[src/rtl/rx_sync_ctrl.sv]
// rx_sync_ctrl: PSS search/confirm/track sequencer.
// Drives PSS_detector mode, locks N_id_2, gates CFO updates.
module rx_sync_ctrl #(
  parameter int SSB_PERIOD   = 76800,
  parameter int WIN          = 64,
  parameter int CONFIRM_HITS = 2,
  parameter int MAX_MISSES   = 3,
  localparam int CNT_DW = $clog2(2*SSB_PERIOD+1),
  localparam int MW =
    ($clog2(MAX_MISSES+1) < 2) ? 2 : $clog2(MAX_MISSES+1)
) (
  input  logic          clk_i,
  input  logic          reset_i,
  input  logic          s_axis_in_tvalid,
  input  logic          N_id_2_valid_i,
  input  logic [1:0]    N_id_2_i,
  input  logic          N_id_valid_i,
  input  logic          CFO_valid_i,
  output logic [1:0]    PSS_detector_mode_o,
  output logic [1:0]    requested_N_id_2_o,
  output logic          CFO_valid_o,
  output logic          ssb_start_o,
  output logic          synced_o,
  output logic [1:0]    state_o,
  output logic [MW-1:0] miss_cnt_o
);

  localparam int HW =
    ($clog2(CONFIRM_HITS+1) < 1) ? 1 : $clog2(CONFIRM_HITS+1);

  localparam logic [CNT_DW-1:0] C_WLO  = CNT_DW'(SSB_PERIOD-WIN);
  localparam logic [CNT_DW-1:0] C_MISS = CNT_DW'(SSB_PERIOD+WIN);
  localparam logic [CNT_DW-1:0] C_TMO  = CNT_DW'(2*SSB_PERIOD);
  localparam logic [CNT_DW-1:0] C_WIN  = CNT_DW'(WIN);
  localparam logic [HW-1:0]     C_HITS = HW'(CONFIRM_HITS);
  localparam logic [MW-1:0]     C_MAXM = MW'(MAX_MISSES);

  typedef enum logic [1:0] {
    S_SEARCH  = 2'd0,
    S_CONFIRM = 2'd1,
    S_WAIT    = 2'd2,
    S_TRACK   = 2'd3
  } st_t;

  st_t               r_state, w_state_n;
  logic [CNT_DW-1:0] r_cnt, w_cnt_n;
  logic [HW-1:0]     r_hits, w_hits_n, w_hits_inc;
  logic [MW-1:0]     r_misses, w_misses_n, w_miss_inc;
  logic [1:0]        r_req, w_req_n;
  logic [1:0]        r_mode, w_mode_n;
  logic              r_cfo, w_cfo_n;
  logic              r_ssb, w_ssb_n;
  logic              r_sync, w_sync_n;
  logic              w_win, w_win_n, w_hit, w_miss, w_tmo;

  assign w_win = (r_cnt >= C_WLO);
  assign w_hit = N_id_2_valid_i && w_win &&
                 (N_id_2_i == r_req);
  // >= also catches a counter left saturated by WAIT_SSS
  assign w_miss = s_axis_in_tvalid &&
                  (r_cnt >= C_MISS) && !w_hit;
  assign w_tmo = (r_cnt >= C_TMO);
  assign w_hits_inc = r_hits + HW'(1);
  assign w_miss_inc = r_misses + MW'(1);

  // State and datapath registers
  always_ff @(posedge clk_i or posedge reset_i) begin
    if (reset_i) begin
      r_state  <= S_SEARCH;
      r_cnt    <= '0;
      r_hits   <= '0;
      r_misses <= '0;
      r_req    <= '0;
    end else begin
      r_state  <= w_state_n;
      r_cnt    <= w_cnt_n;
      r_hits   <= w_hits_n;
      r_misses <= w_misses_n;
      r_req    <= w_req_n;
    end
  end

  // Next state plus counter/latch updates
  always_comb begin
    w_state_n  = r_state;
    w_hits_n   = r_hits;
    w_misses_n = r_misses;
    w_req_n    = r_req;
    w_cnt_n    = r_cnt;
    if (s_axis_in_tvalid && (r_cnt < C_TMO))
      w_cnt_n = r_cnt + CNT_DW'(1);
    unique case (r_state)
      S_SEARCH: begin
        if (N_id_2_valid_i) begin
          w_req_n  = N_id_2_i;
          w_cnt_n  = '0;
          w_hits_n = HW'(1);
          w_state_n = (CONFIRM_HITS == 1) ?
                      S_WAIT : S_CONFIRM;
        end
      end
      S_CONFIRM: begin
        if (w_hit) begin
          w_hits_n = w_hits_inc;
          w_cnt_n  = '0;
          if (w_hits_inc >= C_HITS)
            w_state_n = S_WAIT;
        end else if (w_miss) begin
          w_hits_n  = '0;
          w_state_n = S_SEARCH;
        end
      end
      S_WAIT: begin
        if (w_hit)
          w_cnt_n = '0;
        if (N_id_valid_i) begin
          w_misses_n = '0;
          w_state_n  = S_TRACK;
        end else if (w_tmo) begin
          w_state_n = S_SEARCH;
        end
      end
      S_TRACK: begin
        if (w_hit) begin
          w_cnt_n    = '0;
          w_misses_n = '0;
        end else if (w_miss) begin
          w_misses_n = w_miss_inc;
          w_cnt_n    = C_WIN;
          if (w_miss_inc >= C_MAXM)
            w_state_n = S_SEARCH;
        end
      end
      default: w_state_n = S_SEARCH;
    endcase
  end

  // Next values of the registered outputs
  always_comb begin
    w_win_n  = (w_cnt_n >= C_WLO);
    w_mode_n = 2'd0;
    if (w_state_n != S_SEARCH)
      w_mode_n = w_win_n ? 2'd1 : 2'd2;
    w_cfo_n = 1'b0;
    unique case (r_state)
      S_SEARCH: w_cfo_n = CFO_valid_i;
      S_TRACK:  w_cfo_n = CFO_valid_i && w_win;
      default:  w_cfo_n = 1'b0;
    endcase
    w_ssb_n  = (r_state == S_TRACK) && w_hit;
    w_sync_n = (w_state_n == S_TRACK);
  end

  // Output registers
  always_ff @(posedge clk_i or posedge reset_i) begin
    if (reset_i) begin
      r_mode <= 2'd0;
      r_cfo  <= 1'b0;
      r_ssb  <= 1'b0;
      r_sync <= 1'b0;
    end else begin
      r_mode <= w_mode_n;
      r_cfo  <= w_cfo_n;
      r_ssb  <= w_ssb_n;
      r_sync <= w_sync_n;
    end
  end

  assign PSS_detector_mode_o = r_mode;
  assign requested_N_id_2_o  = r_req;
  assign CFO_valid_o         = r_cfo;
  assign ssb_start_o         = r_ssb;
  assign synced_o            = r_sync;
  assign state_o             = r_state;
  assign miss_cnt_o          = r_misses;

endmodule
[config.mk]
export PLATFORM = sky130hd
export DESIGN_NAME = rx_sync_ctrl
export DESIGN_NICKNAME = d
export VERILOG_FILES = /design/src/rtl/rx_sync_ctrl.sv
export SDC_FILE = /design/constraint.sdc
export NUM_CORES = 1
export LEC_CHECK = 0
export ABC_AREA = 1
export BUFFER_PORTS_ARGS = -buffer_cell sky130_fd_sc_hd__buf_4
export CORE_AREA = 2 2 84 86
export CTS_CLUSTER_SIZE = 10
export DETAILED_ROUTE_END_ITERATION = 7
export DIE_AREA = 0 0 86 88
export PLACE_DENSITY = 0.63
export RECOVER_POWER = 25
export SYNTH_ARGS = -nofsm -noshare
export SYNTH_HDL_FRONTEND = slang
export SYNTH_SLANG_ARGS = --single-unit
[constraint.sdc]
create_clock -name clk_i -period 2.13 [get_ports clk_i]
set_clock_uncertainty 0.15 [all_clocks]
set_input_delay 0.1065 -clock clk_i [delete_from_list [all_inputs] [get_ports clk_i]]
set_output_delay 0.1065 -clock clk_i [all_outputs]
set_load 0.02 [all_outputs]
Word-level counts from Yosys, hierarchy flattened

Index checks and enable logic that the tools add are counted.

Register bits after elaboration: 31
Bits in latches: 0
Bits in writable memories: 0
Bits in read-only memories: 0
Input bits: 8
Output and inout bits: 11
Word-level logic and storage cells: 71
Memories kept: 0

Add/subtract/negate cells: 3
Multiply operators: 0
Div/mod/pow operators: 0
Magnitude comparators: 7
Equal/unequal tests: 9
Shifts and indexed selects: 0
Muxes and demuxes: 27
Bitwise logic cells: 0
Reductions and logical operators: 16

Operators by type and width:

| operator                | count |
|---|---|
| $mux W18                | 5 |
| $ge A18 B17 Y1 const B  | 3 |
| $pmux W18 S3            | 1 |
| $mux W2                 | 17 |
| $add A18 B1 Y18 const B | 1 |
| $ge A18 B18 Y1 const B  | 1 |
| $lt A18 B18 Y1 const B  | 1 |
| $pmux W2 S2             | 2 |
| $pmux W2 S4             | 1 |
| $logic_and A1 B1 Y1     | 7 |
| $eq A2 B2 Y1 const B    | 3 |
| $ne A3 B3 Y1 const B    | 2 |
| $reduce_and A3 Y1       | 2 |
| $reduce_bool A2 Y1      | 3 |
| $add A2 B1 Y2 const B   | 2 |
| $ge A2 B2 Y1 const B    | 2 |
| $ne A2 B2 Y1 const B    | 2 |
| $eq A2 B1 Y1 const B    | 1 |
| $eq A2 B2 Y1            | 1 |
| $logic_not A2 Y1        | 1 |
| $pmux W1 S2             | 1 |
| $reduce_and A2 Y1       | 1 |
| $reduce_or A2 Y1        | 1 |
| $logic_not A1 Y1        | 1 |

Depth between registers and ports, before layout

Depth in word-level cells: 11
Depth in mapped cells: 16
Depth with buffers taken out: 15

Least setup slack after synthesis

No wires, ideal clock.

Path kind: flip-flop to flip-flop
From: register r_state[0], in the netlist state_o[0]
To: register r_mode[0], in the netlist PSS_detector_mode_o[0]
Library setup time: 120 ps
Arrival time: 1,873 ps
Required time: 1,860 ps
Setup slack: -13 ps
Cell stages (with the launch flop): 13
Path buffers: 1
Clock period less this slack: 2,143 ps
Cells stage by stage: dfrtp_1 > inv_1 > ha_1 > inv_1 > nor2_1 > nor2_1 > nand4_2 > buf_6 > and3_4 > a21oi_2 > nand2_1 > nor2_1 > nor2_1

Cells in the longest elaborated chain, start to end: 6
Elaborated cells between the ends (all ways): 20
Classes of those cells: order compare (1); eq/ne (3); mux (13); reduce/logical (3)

RTL lines:

| item                                                | RTL line | RTL |
|---|---|---|
| from (decl)                                         | 45       | `st_t r_state, w_state_n;` |
| from (signal assigned)                              | 75       | `r_state <= w_state_n;` |
| $eq A2 B2 Y1 / $eq A2 B1 Y1 (equally long branches) | 92       | `unique case (r_state)` |
| $reduce_or A2 Y1 (no source line)                   | --       |  |
| $pmux W18 S3 *                                      | 92       |  |
| net w_cnt_n[16]                                     | 46       | `logic [CNT_DW-1:0] r_cnt, w_cnt_n;` |
| $ge A18 B17 Y1 *                                    | 140      | `w_win_n = (w_cnt_n >= C_WLO);` |
| $mux W2 *                                           | 143      | `w_mode_n = w_win_n ? 2'd1 : 2'd2;` |
| $mux W2 *                                           | 142      | `if (w_state_n != S_SEARCH)` |
| net w_mode_n[0]                                     | 50       | `logic [1:0] r_mode, w_mode_n;` |
| to (signal assigned)                                | 162      | `r_mode <= w_mode_n;` |
| to (decl)                                           | 50       |  |

The timed path passes the listed nets; every way through them passes the cells marked *.
A chain may end at the register's enable or synchronous reset.

Worst setup path in the final report

From: register r_cnt[6]
To: register r_mode[0], in the netlist PSS_detector_mode_o[0]

Cells in the longest elaborated chain, start to end: 11
Elaborated cells between the ends (all ways): 28
Classes of those cells: add/sub (1); order compare (5); mux (15); reduce/logical (7)

RTL lines:

| item                             | RTL line | RTL |
|---|---|---|
| from (decl)                      | 46       |  |
| from (signal assigned)           | 76       | `r_cnt <= w_cnt_n;` |
| $ge A18 B17 Y1                   | 56       | `assign w_win = (r_cnt >= C_WLO);` |
| $logic_and A1 B1 Y1 (2 in a row) | 57       | `assign w_hit = N_id_2_valid_i && w_win &&` |
| $logic_not A1 Y1                 | 61       | `(r_cnt >= C_MISS) && !w_hit;` |
| $logic_and A1 B1 Y1              | 61       |  |
| $mux W18                         | 127      | `end else if (w_miss) begin` |
| $mux W18                         | 124      | `if (w_hit) begin` |
| $pmux W18 S3                     | 92       |  |
| $ge A18 B17 Y1                   | 140      |  |
| $mux W2                          | 143      |  |
| $mux W2 *                        | 142      |  |
| net w_mode_n[0]                  | 50       |  |

Marks and branches as above.

==> results.md <==
- Core footprint: 6640 sq um
- Highest Clock Rate: 484 MHz
- Worst slew margin: 49.1%
- Drt pass-1 iters: 4
- Port bufs: 18
- Most frequent cell on the critical path: nor2_1
- Cell Count, Final, Fillers Out: 473
- Vias per cell: 4.98
- Post-layout min period: 2.07 ns
- Detailed router's first-iteration violation count: 136
- Combinational power share: roughly 60%
- Hold path cells: 3
- CP arrival: 2.13 ns
- Die Span X: around 86 um
- # nets final: 407
- Fill cells: 618
- Top cells by area, synth: dfrtp_1, nand2_1, nor2_1, inv_1, nand3_1
- Yosys warning total: 0
- Initial Utilization: 33.8%
- DRT antenna net count: 0
- CTS tree: done
- Total power: 3990 uW
- First-pass GRT wire length: slightly below 10000 um
- EDFF count, synth: 0
- Clock slew at reported path FFs: 0.07 ns
- Setup violators final: 0
- Initial antenna violation count: 0
- Synthesis-stage register bit count: 31
- Largest net degree at the start of global routing: 32
- Final Cycle Share: 97.0%
- Register area: 793 sq um
- Largest delay share family, worst path: simple AND/OR/NAND/NOR gates
- Placed Cells: 445
- Drt total wl: 6340 um
- Via count: 2357
- Switching share of total power: between 40 and 50%
- Vias in the first global route: 2104
- Core Rows: 30
- Critical Path RT: between 2 and 2.5 ns
- IO Pins: 19
- Kind of critical path: reg2reg
- Worst-case reg-to-reg path depth: 13
- Seq/Total Area, Yosys: 34.6%
- Clock sink total: 31
- Max-Cap Viols: 0
- Ys flop type: dfrtp_1
- Syn Std Cell Area: 2240 sq um
- Clock power frac: 14.9%
- # DRC: 0
- Number of distinct library cells after synthesis: 38
- NetSw: about 1800 uW
- RSZ-0062 raised after global routing: true
- CP Launch Type: flip-flop
- Slowest cell on crit path: dfrtp_2
- GRT Util Overall: 16.5%
- Status: completed
- Worst hold-check path type: in2reg
- H-tree Lvls: 2
- Layout cells sized above 1: 45.5%
- Worst-Skew Late Latency: roughly 0.28 ns
- Crit. End Element: flip-flop
- WP depth: 13
- Die area: 7570 sq um
- CTS Buffer Depth: 2
- Post-route cell area: 3340 sq um
- Post-Syn Instances: ~320
- Yosys top cell by area: dfrtp_1
- Worst-path fanout max: 8
- Reg2Reg Setup Slack: 0.06 ns
- Fin Setup TNS: 0 ns
- Crit-path cells: buf_6, nor2_1, nand2_1, nand3_4, nand2_4, nand4_4, buf_6, nand4_1, nor2_1, nand2_1, nor2_1, nor2_1, nor2_1
- Leak pwr: 0.00149 uW
- Maximum vdd drop: 0.838 mV
- Sequential Power Share: roughly a quarter
- Delay of the slowest cell on the worst path: roughly 0.45 ns
- Share of the synthesized area in the top cell type: 34.6%
- RR Endpoint: PSS_detector_mode_o[0]$_DFF_PP0_
- Clk root buf: clkbuf_8
- WL per Instance: ~13 um
- Cell Area, Placed: roughly 2700 sq um
- GPL Wtd Cong: 0.948
- Critical path capture point: PSS_detector_mode_o[0]$_DFF_PP0_
- Syn Nets: 334
- Syn_area_per_cell: 7.03 sq um
- Worst Setup SP: r_cnt[6]$_DFF_PP0_
- TritonCTS buffer count: 5
- Post-DP HPWL: 4440 um
- Pint: 2170 uW
- Area of the multi-input gates: about 1600 sq um
- Antenna cells: 0
- Die Y: 88 um
- Total grt overflow: 0
- Final hold violation count: 0
- Post-synth ARST share: 100%
- Reg2reg start: r_cnt[6]$_DFF_PP0_
- PwrDens: approximately 1200 nW/um^2
- Worst-Margin Slew: around 0.76 ns
- Crit path buf inv count: 2
- Max-slew violations: 0
- Layout area overhead: 49.0%
power by group through the flow:
stage | logic [uW] | registers, uW | clock network, uW
after floorplan | 1090 | 1050 | 0
after global placement | 1750 | 993 | 0
after detailed placement | 1760 | 995 | 0
after CTS | 1810 | 988 | 611
after global routing | 2580 | 1070 | 638
final | 2350 | 1040 | 596
final cells by class:
type | count | share of cell area [%]
Clock buffer | 6 | 2.47
Clock inverter | 2 | 1.05
Inverter | 31 | 3.67
Multi-Input combinational cell | 252 | 49.0
Sequential cell | 31 | 23.7
Tap cell | 80 | 3.00
Timing Repair Buffer | 71 | 17.1
layout by cell type, fill, tap and decap left out, types with 2 or more instances in the layout:
cell type and count:
nand2_1 66, buf_4 57, nor2_1 36, inv_1 19, dfrtp_1 17, nand2_2 16
nand3_1 15, nor2_4 14, dfrtp_2 14, nand4_1 13, inv_2 10, a21oi_1 10
o21ai_0 8, nor2_2 8, nand2_4 8, a21oi_2 8, buf_6 8, xor2_1 6
clkbuf_8 6, nand3_2 5, ha_1 5, dlygate4sd3_1 4, a21oi_4 3, o21ai_1 3
o21ai_2 2, or2_1 2, nand3_4 2, nor3_2 2, xnor2_1 2, o21bai_1 2
layer usage:
layer	track usage [%]	wire length, um
met5	0	0
met4	5.48	138
met3	2.54	228
met1	22.1	2840
met2	27.3	3140
worst min-delay path: cells and delay by family:
family | cells | cell delay, ns
and+or+nand+nor | 1 | 0.10
buffers and inverters | 1 | 0.12
AOI/OAI and AO/OA | 1 | 0.08
worst min path at each step:
stage / end / start / slack, ns
floorplan: CFO_valid_o$_DFF_PP0_ / reset_i / 0.06
finish: requested_N_id_2_o[1]$_DFFE_PP0P_ / N_id_2_valid_i / 0.02
CTS: requested_N_id_2_o[1]$_DFFE_PP0P_ / N_id_2_valid_i / 0.01
detailed placement: requested_N_id_2_o[1]$_DFFE_PP0P_ / reset_i / 0.07
global placement: requested_N_id_2_o[1]$_DFFE_PP0P_ / reset_i / 0.07
global route: requested_N_id_2_o[0]$_DFFE_PP0P_ / N_id_2_valid_i / 0.04
per-stage QoR:
| step | worst slack (ns) | hold WS (ns) | utilization (%) |
|---|---|---|---|
| after floorplan | 0.0104 | 0.0599 | - |
| after global placement | -0.0358 | 0.0671 | 40.5 |
| after detailed placement | -0.0430 | 0.0721 | 40.5 |
| after CTS | 0.000968 | 0.0128 | 43.2 |
| after global routing | -0.0926 | 0.0391 | 50.3 |
| final | 0.0643 | 0.0202 | 50.3 |
synth_stat cells, types with 3 or more instances:
| cell | instances |
|---|---|
| a21oi_1 | 17 |
| a21oi_2 | 4 |
| dfrtp_1 | 31 |
| ha_1 | 7 |
| inv_1 | 27 |
| inv_2 | 4 |
| nand2_1 | 85 |
| nand2_4 | 3 |
| nand3_1 | 19 |
| nand3_2 | 3 |
| nand4_1 | 13 |
| nor2_1 | 54 |
| nor2_2 | 3 |
| o21ai_0 | 12 |
| xor2_1 | 6 |
kinds of logic (layout without fill, tap and decap cells):
family          Yosys count  in the layout  share of synthesized area [%]
simple gates            193            194                           39.6
xor+xnor                  8              8                           3.12
compound gates           43             43                           11.5
buf+inv                  37            110                           7.31
flops                    31             31                           34.6
fa+ha+maj                 7              7                           3.90
flip-flops by register name (all words and copies together), names as in the netlist, 2 cells and up:
register and cells:
r_cnt 18, PSS_detector_mode_o 2, miss_cnt_o 2, r_hits 2, requested_N_id_2_o 2, state_o 2
what timing repair did:
item / 4_1_cts / 5_1_grt
hold buffers: 4 / 0
buffers inserted: 1 / 14
pin swaps: 1 / 25
gates cloned: 0 / 1
endpoints found under the hold margin: 34 / 0
resized for setup: 5 / 112
setup endpoints to repair: 2 / 8
Note: power is estimated with default switching activity, not from simulation.
